===== src/rtl/disp_arbiter.sv =====
// Two-requester display arbiter: grants one requester at a time with a minimum
// hold time, captures the owner's 8-digit value and drives a digit array with
// optional leading-zero suppression. Blank digit code is 4'hA.
module disp_arbiter #(
    parameter int HOLD_CYCLES = 50000000
) (
    input  logic             clk,
    input  logic             rst,
    input  logic             req_a,
    input  logic [31:0]      data_a,
    input  logic             req_b,
    input  logic [31:0]      data_b,
    input  logic             lz_en,
    output logic             gnt_a,
    output logic             gnt_b,
    output logic [7:0][3:0]  num,
    output logic [1:0]       fsm_state
);

    localparam int CW = (HOLD_CYCLES > 1) ? $clog2(HOLD_CYCLES) : 1;
    localparam logic [CW-1:0] HOLD_MAX = CW'(HOLD_CYCLES - 1);
    localparam logic [3:0] BLANK = 4'hA;

    typedef enum logic [1:0] {
        IDLE    = 2'd0,
        GRANT_A = 2'd1,
        GRANT_B = 2'd2
    } state_t;

    // Handshake: req_a/req_b are levels sampled every rising edge; a grant
    // appears on gnt_a/gnt_b the cycle after the request is sampled and is
    // held for at least HOLD_CYCLES cycles before ownership can change.

    state_t          state;
    logic [CW-1:0]   hold_cnt;
    logic            last_b;     // 1 = B was served most recently
    logic [31:0]     cap;
    logic            expired;
    logic [7:0][3:0] disp;
    logic            lead_zero;
    logic [3:0]      nib;

    assign expired   = (hold_cnt == HOLD_MAX);
    assign fsm_state = state;

    // Arbitration FSM with hold counter, fairness pointer and capture register
    always_ff @(posedge clk) begin
        if (!rst) begin
            state    <= IDLE;
            gnt_a    <= 1'b0;
            gnt_b    <= 1'b0;
            hold_cnt <= '0;
            last_b   <= 1'b1;
            cap      <= '0;
        end else begin
            case (state)
                IDLE: begin
                    // On a tie, the requester not served last wins
                    if (req_a && (!req_b || last_b)) begin
                        state    <= GRANT_A;
                        gnt_a    <= 1'b1;
                        gnt_b    <= 1'b0;
                        hold_cnt <= '0;
                        last_b   <= 1'b0;
                        cap      <= data_a;
                    end else if (req_b) begin
                        state    <= GRANT_B;
                        gnt_a    <= 1'b0;
                        gnt_b    <= 1'b1;
                        hold_cnt <= '0;
                        last_b   <= 1'b1;
                        cap      <= data_b;
                    end
                end
                GRANT_A: begin
                    if (expired && req_b) begin
                        state    <= GRANT_B;
                        gnt_a    <= 1'b0;
                        gnt_b    <= 1'b1;
                        hold_cnt <= '0;
                        last_b   <= 1'b1;
                        cap      <= data_b;
                    end else if (expired && !req_a) begin
                        state    <= IDLE;
                        gnt_a    <= 1'b0;
                        gnt_b    <= 1'b0;
                        hold_cnt <= '0;
                    end else begin
                        if (!expired) hold_cnt <= hold_cnt + CW'(1);
                        if (req_a) cap <= data_a;
                    end
                end
                GRANT_B: begin
                    if (expired && req_a) begin
                        state    <= GRANT_A;
                        gnt_a    <= 1'b1;
                        gnt_b    <= 1'b0;
                        hold_cnt <= '0;
                        last_b   <= 1'b0;
                        cap      <= data_a;
                    end else if (expired && !req_b) begin
                        state    <= IDLE;
                        gnt_a    <= 1'b0;
                        gnt_b    <= 1'b0;
                        hold_cnt <= '0;
                    end else begin
                        if (!expired) hold_cnt <= hold_cnt + CW'(1);
                        if (req_b) cap <= data_b;
                    end
                end
                default: begin
                    state    <= IDLE;
                    gnt_a    <= 1'b0;
                    gnt_b    <= 1'b0;
                    hold_cnt <= '0;
                end
            endcase
        end
    end

    // Digit formatting: blank when idle, optional leading-zero blanking
    // (rightmost digit always shown so a zero value reads as "0")
    always_comb begin
        disp      = '0;
        lead_zero = 1'b1;
        nib       = 4'h0;
        for (int i = 0; i < 8; i++) begin
            nib = cap[4*(7-i) +: 4];
            if (state == IDLE) begin
                disp[i] = BLANK;
            end else if (lz_en && (i < 7) && lead_zero && (nib == 4'h0)) begin
                disp[i] = BLANK;
            end else begin
                disp[i] = nib;
            end
            if (nib != 4'h0) lead_zero = 1'b0;
        end
    end

    // Register the digit array towards the segment driver
    always_ff @(posedge clk) begin
        if (!rst) begin
            num <= {8{BLANK}};
        end else begin
            num <= disp;
        end
    end

endmodule


===== config.mk =====
export PLATFORM = sky130hd
export DESIGN_NAME = disp_arbiter
export DESIGN_NICKNAME = d
export VERILOG_FILES = /design/src/rtl/disp_arbiter.sv
export SDC_FILE = /design/constraint.sdc
export NUM_CORES = 1
export LEC_CHECK = 0
export ABC_AREA = 1
export CAP_MARGIN = 20
export CELL_PAD_IN_SITES_DETAIL_PLACEMENT = 2
export CELL_PAD_IN_SITES_GLOBAL_PLACEMENT = 2
export CORE_MARGIN = 8
export CORE_UTILIZATION = 28
export DETAILED_ROUTE_END_ITERATION = 12
export GPL_ROUTABILITY_DRIVEN = 0
export GPL_TIMING_DRIVEN = 0
export PLACE_DENSITY_LB_ADDON = 0.1
export SLEW_MARGIN = 10
export SYNTH_ARGS = -nofsm -noshare
export SYNTH_HDL_FRONTEND = slang
export SYNTH_SLANG_ARGS = --single-unit

===== constraint.sdc =====
create_clock -name clk -period 2.13 [get_ports clk]
set_input_delay 0.213 -clock clk [delete_from_list [all_inputs] [get_ports clk]]
set_output_delay 0.213 -clock clk [all_outputs]
set_load 0.05 [all_outputs]

==> impl_metrics.yaml <==
detailed_routing:
  antenna_left: 0
  via_per_inst: 5.26
  drt_iter0_markers: 311
  post_drt_wl_per_cell_um: 21.6
  drc_errors: 0
  vias: 7500
  first_pass_iters: 5
  drt_wl_total_mm: 30.8
min_path:
  hp-start: "rst"
  whs_endpoint: "cap[29]"
  worstHoldPathCells: 3
  holdCritPathClass: "input pin to flop"
global_route:
  grt_max_degree: 20
  grt_overflow: 0
  grt_pass1_wl_mm: 45.7
  grt_util_all_layers_pct: 22.2
  antenna_found_initial: 0
  grt_pass1_vias: 7808
clocking:
  clk_latency_ns: 0.36
  numCtsBuffers: 9
  clk_path_buf_depth: 2
  cts_sinks: 95
  cts-htree-levels: 3
  clk_pin_slew_ns: 0.08
  cts_tree: "done"
  cts_root_buffer: "clkbuf_16"
  cts_hold_buf: 0
sta:
  fin_skew_ns: 0.0108
  max_clock_freq_mhz: 461
  final-max-slew-violation-count: 0
  setup_viol: 2
  worstMarginPinSlew_ns: 0.823
  worst_slack_ns: -0.0405
  finalHoldViolCount: 0
  layout_min_cycle_time_ns: 2.17
  fin_crit_sh_pct: 102
  relSlewSlack_pct: 45.2
worst_setup_path:
  cpMostUsedCell: "nand2_1"
  r2r_end: "cap[28]"
  crit_buf_inv: 4
  worst-path-max-fanout: 7
  ff2ff_setup_slack_ns: -0.04
  path_delay_family: "simple AND/OR/NAND/NOR gates"
  critPathLaunchType: "flop"
  max_stage_delay_ns: 0.37
  cpMaxStageDelayCell: "dfxtp_2"
  crit_type: "flop to flop"
  endpoint_kind: "flop"
  reg2reg_from: "hold_cnt[4]"
  cp.arrival_ns: 2.45
  reg2regPathDepth: 15
  cp-startpoint: "hold_cnt[4]"
  crit_chain: "nand2_1, inv_2, nand2_1, nor2_2, nand2_2, nor2_4, buf_12, nand2_4, nand3_4, nand3_4, buf_12, buf_6, nand2_1, nand2_1, a21oi_1"
  cp_data_required_time_ns: 2.41
placed_design:
  dp_slack_ns: -0.638
  place_area_mm2: 0.00758
  dp_hpwl_mm: 22.5
  io_buffers: 101
die:
  ioPinCount: 105
  initial_core_util_pct: 28.4
  rows: 54
  dieHeight_um: 165
  core_mm2: 0.0218
  die_w_um: 165
  die_area_mm2: 0.0272
finish:
  syn_to_final_growth_pct: 35.6
  n_antenna_cell: 0
  fillers: 2695
  drive_gt1_share_pct: 14.8
  final_common_cell: "nand2_1"
  final_cell_mix: "nand2_1, nor2_1, clkdlybuf4s50_1"
  fin_util_pct: 38.6
  design_area_mm2: 0.00842
  fin_nets: 1217
synth:
  synth_top_area_cell: "dfxtp_1"
  syn_inst: 1013
  syn_nets: 1087
  synth.avg_cell_area_um2: 6.13
  yosysWarnings: 0
  netlist_area_mm2: 0.00621
  seq_area_frac_synth_pct: 30.6
  ys_types: 37
  synth_top_area_share_pct: 30.6
  synthTopCellsByArea: "dfxtp_1, nand2_1, nor2_1"
  ys_ff_latch: 95
run_status:
  outcome: "finished, violations left"
  violations: "negative setup slack"
pwr:
  ir_drop_mv: 0.384
  power.leakage_nw: 3.37
  power_density_mw_per_mm2: 1050
run:
  drv_cap: 0
==> layout make-up <==
class / instances / area, µm² / area share, %
well taps: 280 / 350 / 4.16
clock inverters: 4 / 97.6 / 1.16
plain buffers: 52 / 314 / 3.73
repair buffers: 121 / 1210 / 14.4
clock buffers: 9 / 225 / 2.67
inverters: 97 / 372 / 4.41
multi-input cells: 767 / 3920 / 46.5
flip-flops and latches: 95 / 1930 / 23.0
==> synthesized netlist by cell type (all sizes together) <==
cell type,count
clkinv,1
o21ai,58
o41ai,1
clkbuf,29
a31oi,1
or2,1
xnor2,3
buf,25
nor2,138
o31ai,1
nand2,325
xor2,16
a21oi,52
nand4,54
dfxtp,95
o22a,15
a211oi,3
nor4,3
nor3,8
a41oi,1
inv,96
nand3,82
ha,5
==> worst max path at each step <==
stage	endpoint	slack, ns	depth (start not counted)
6_report	cap[28]	-0.04	15
5_1_grt	cap[28]	-0.15	15
4_1_cts	cap[7]	0.00005	14
3_5_place_dp	num[27]	-0.64	7
3_3_place_gp	num[27]	-0.97	8
2_1_floorplan	cap[26]	0.04	9
==> what timing repair did <==
action,CTS,global route
gates resized for setup,57,60
pin swaps,5,7
setup buffers,5,13
endpoints found under the setup margin,75,63
cloned,0,1
hold endpoints to repair,0,0
==> tightest hold or removal path, stage by stage <==
cell and delay, ns:
buf_2 0.21, nand2_1 0.11, a21oi_1 0.04
==> report_power, final <==
group	internal, mW	leakage (nW)	switching, mW
Sequential	2.18	0.788	0.178
Combinational	1.41	2.43	3.15
Clock	1.13	0.153	0.769
==> logic make-up after synthesis <==
kind of cell / Yosys count / share of synthesized area, %
simple gates: 611 / 43.1
buf+inv: 151 / 9.92
compound gates: 132 / 12.7
flops: 95 / 30.6
xor+xnor: 19 / 2.68
fa+ha+maj: 5 / 1.01
==> metrics by stage <==
stage	hold slack (ns)	std cells	total power, mW	setup TNS [ns]
6_report	0.248	1425	8.82	-0.0568
5_1_grt	0.258	1425	9.31	-2.51
4_1_cts	0.237	1411	8.69	0
3_5_place_dp	0.457	1395	6.64	-22.34
3_3_place_gp	0.429	1394	6.56	-34.72
2_1_floorplan	0.408	1013	5.04	0
==> sequential cells by signal, indices dropped and copies added (netlist names) <==
name and cells:
hold_cnt 26, gnt_a 1, gnt_b 1, cap 32, num 32, last_b 1
fsm_state 2
==> per-layer routing <==
layer	vias up	track usage, %	routed length (µm)
li1	3539	-	-
met1	3752	28.8	13900
met2	171	37.4	14900
met3	38	2.89	1290
met4	0	7.00	666
met5	-	0	0
Power figures use the tool's default switching activity.
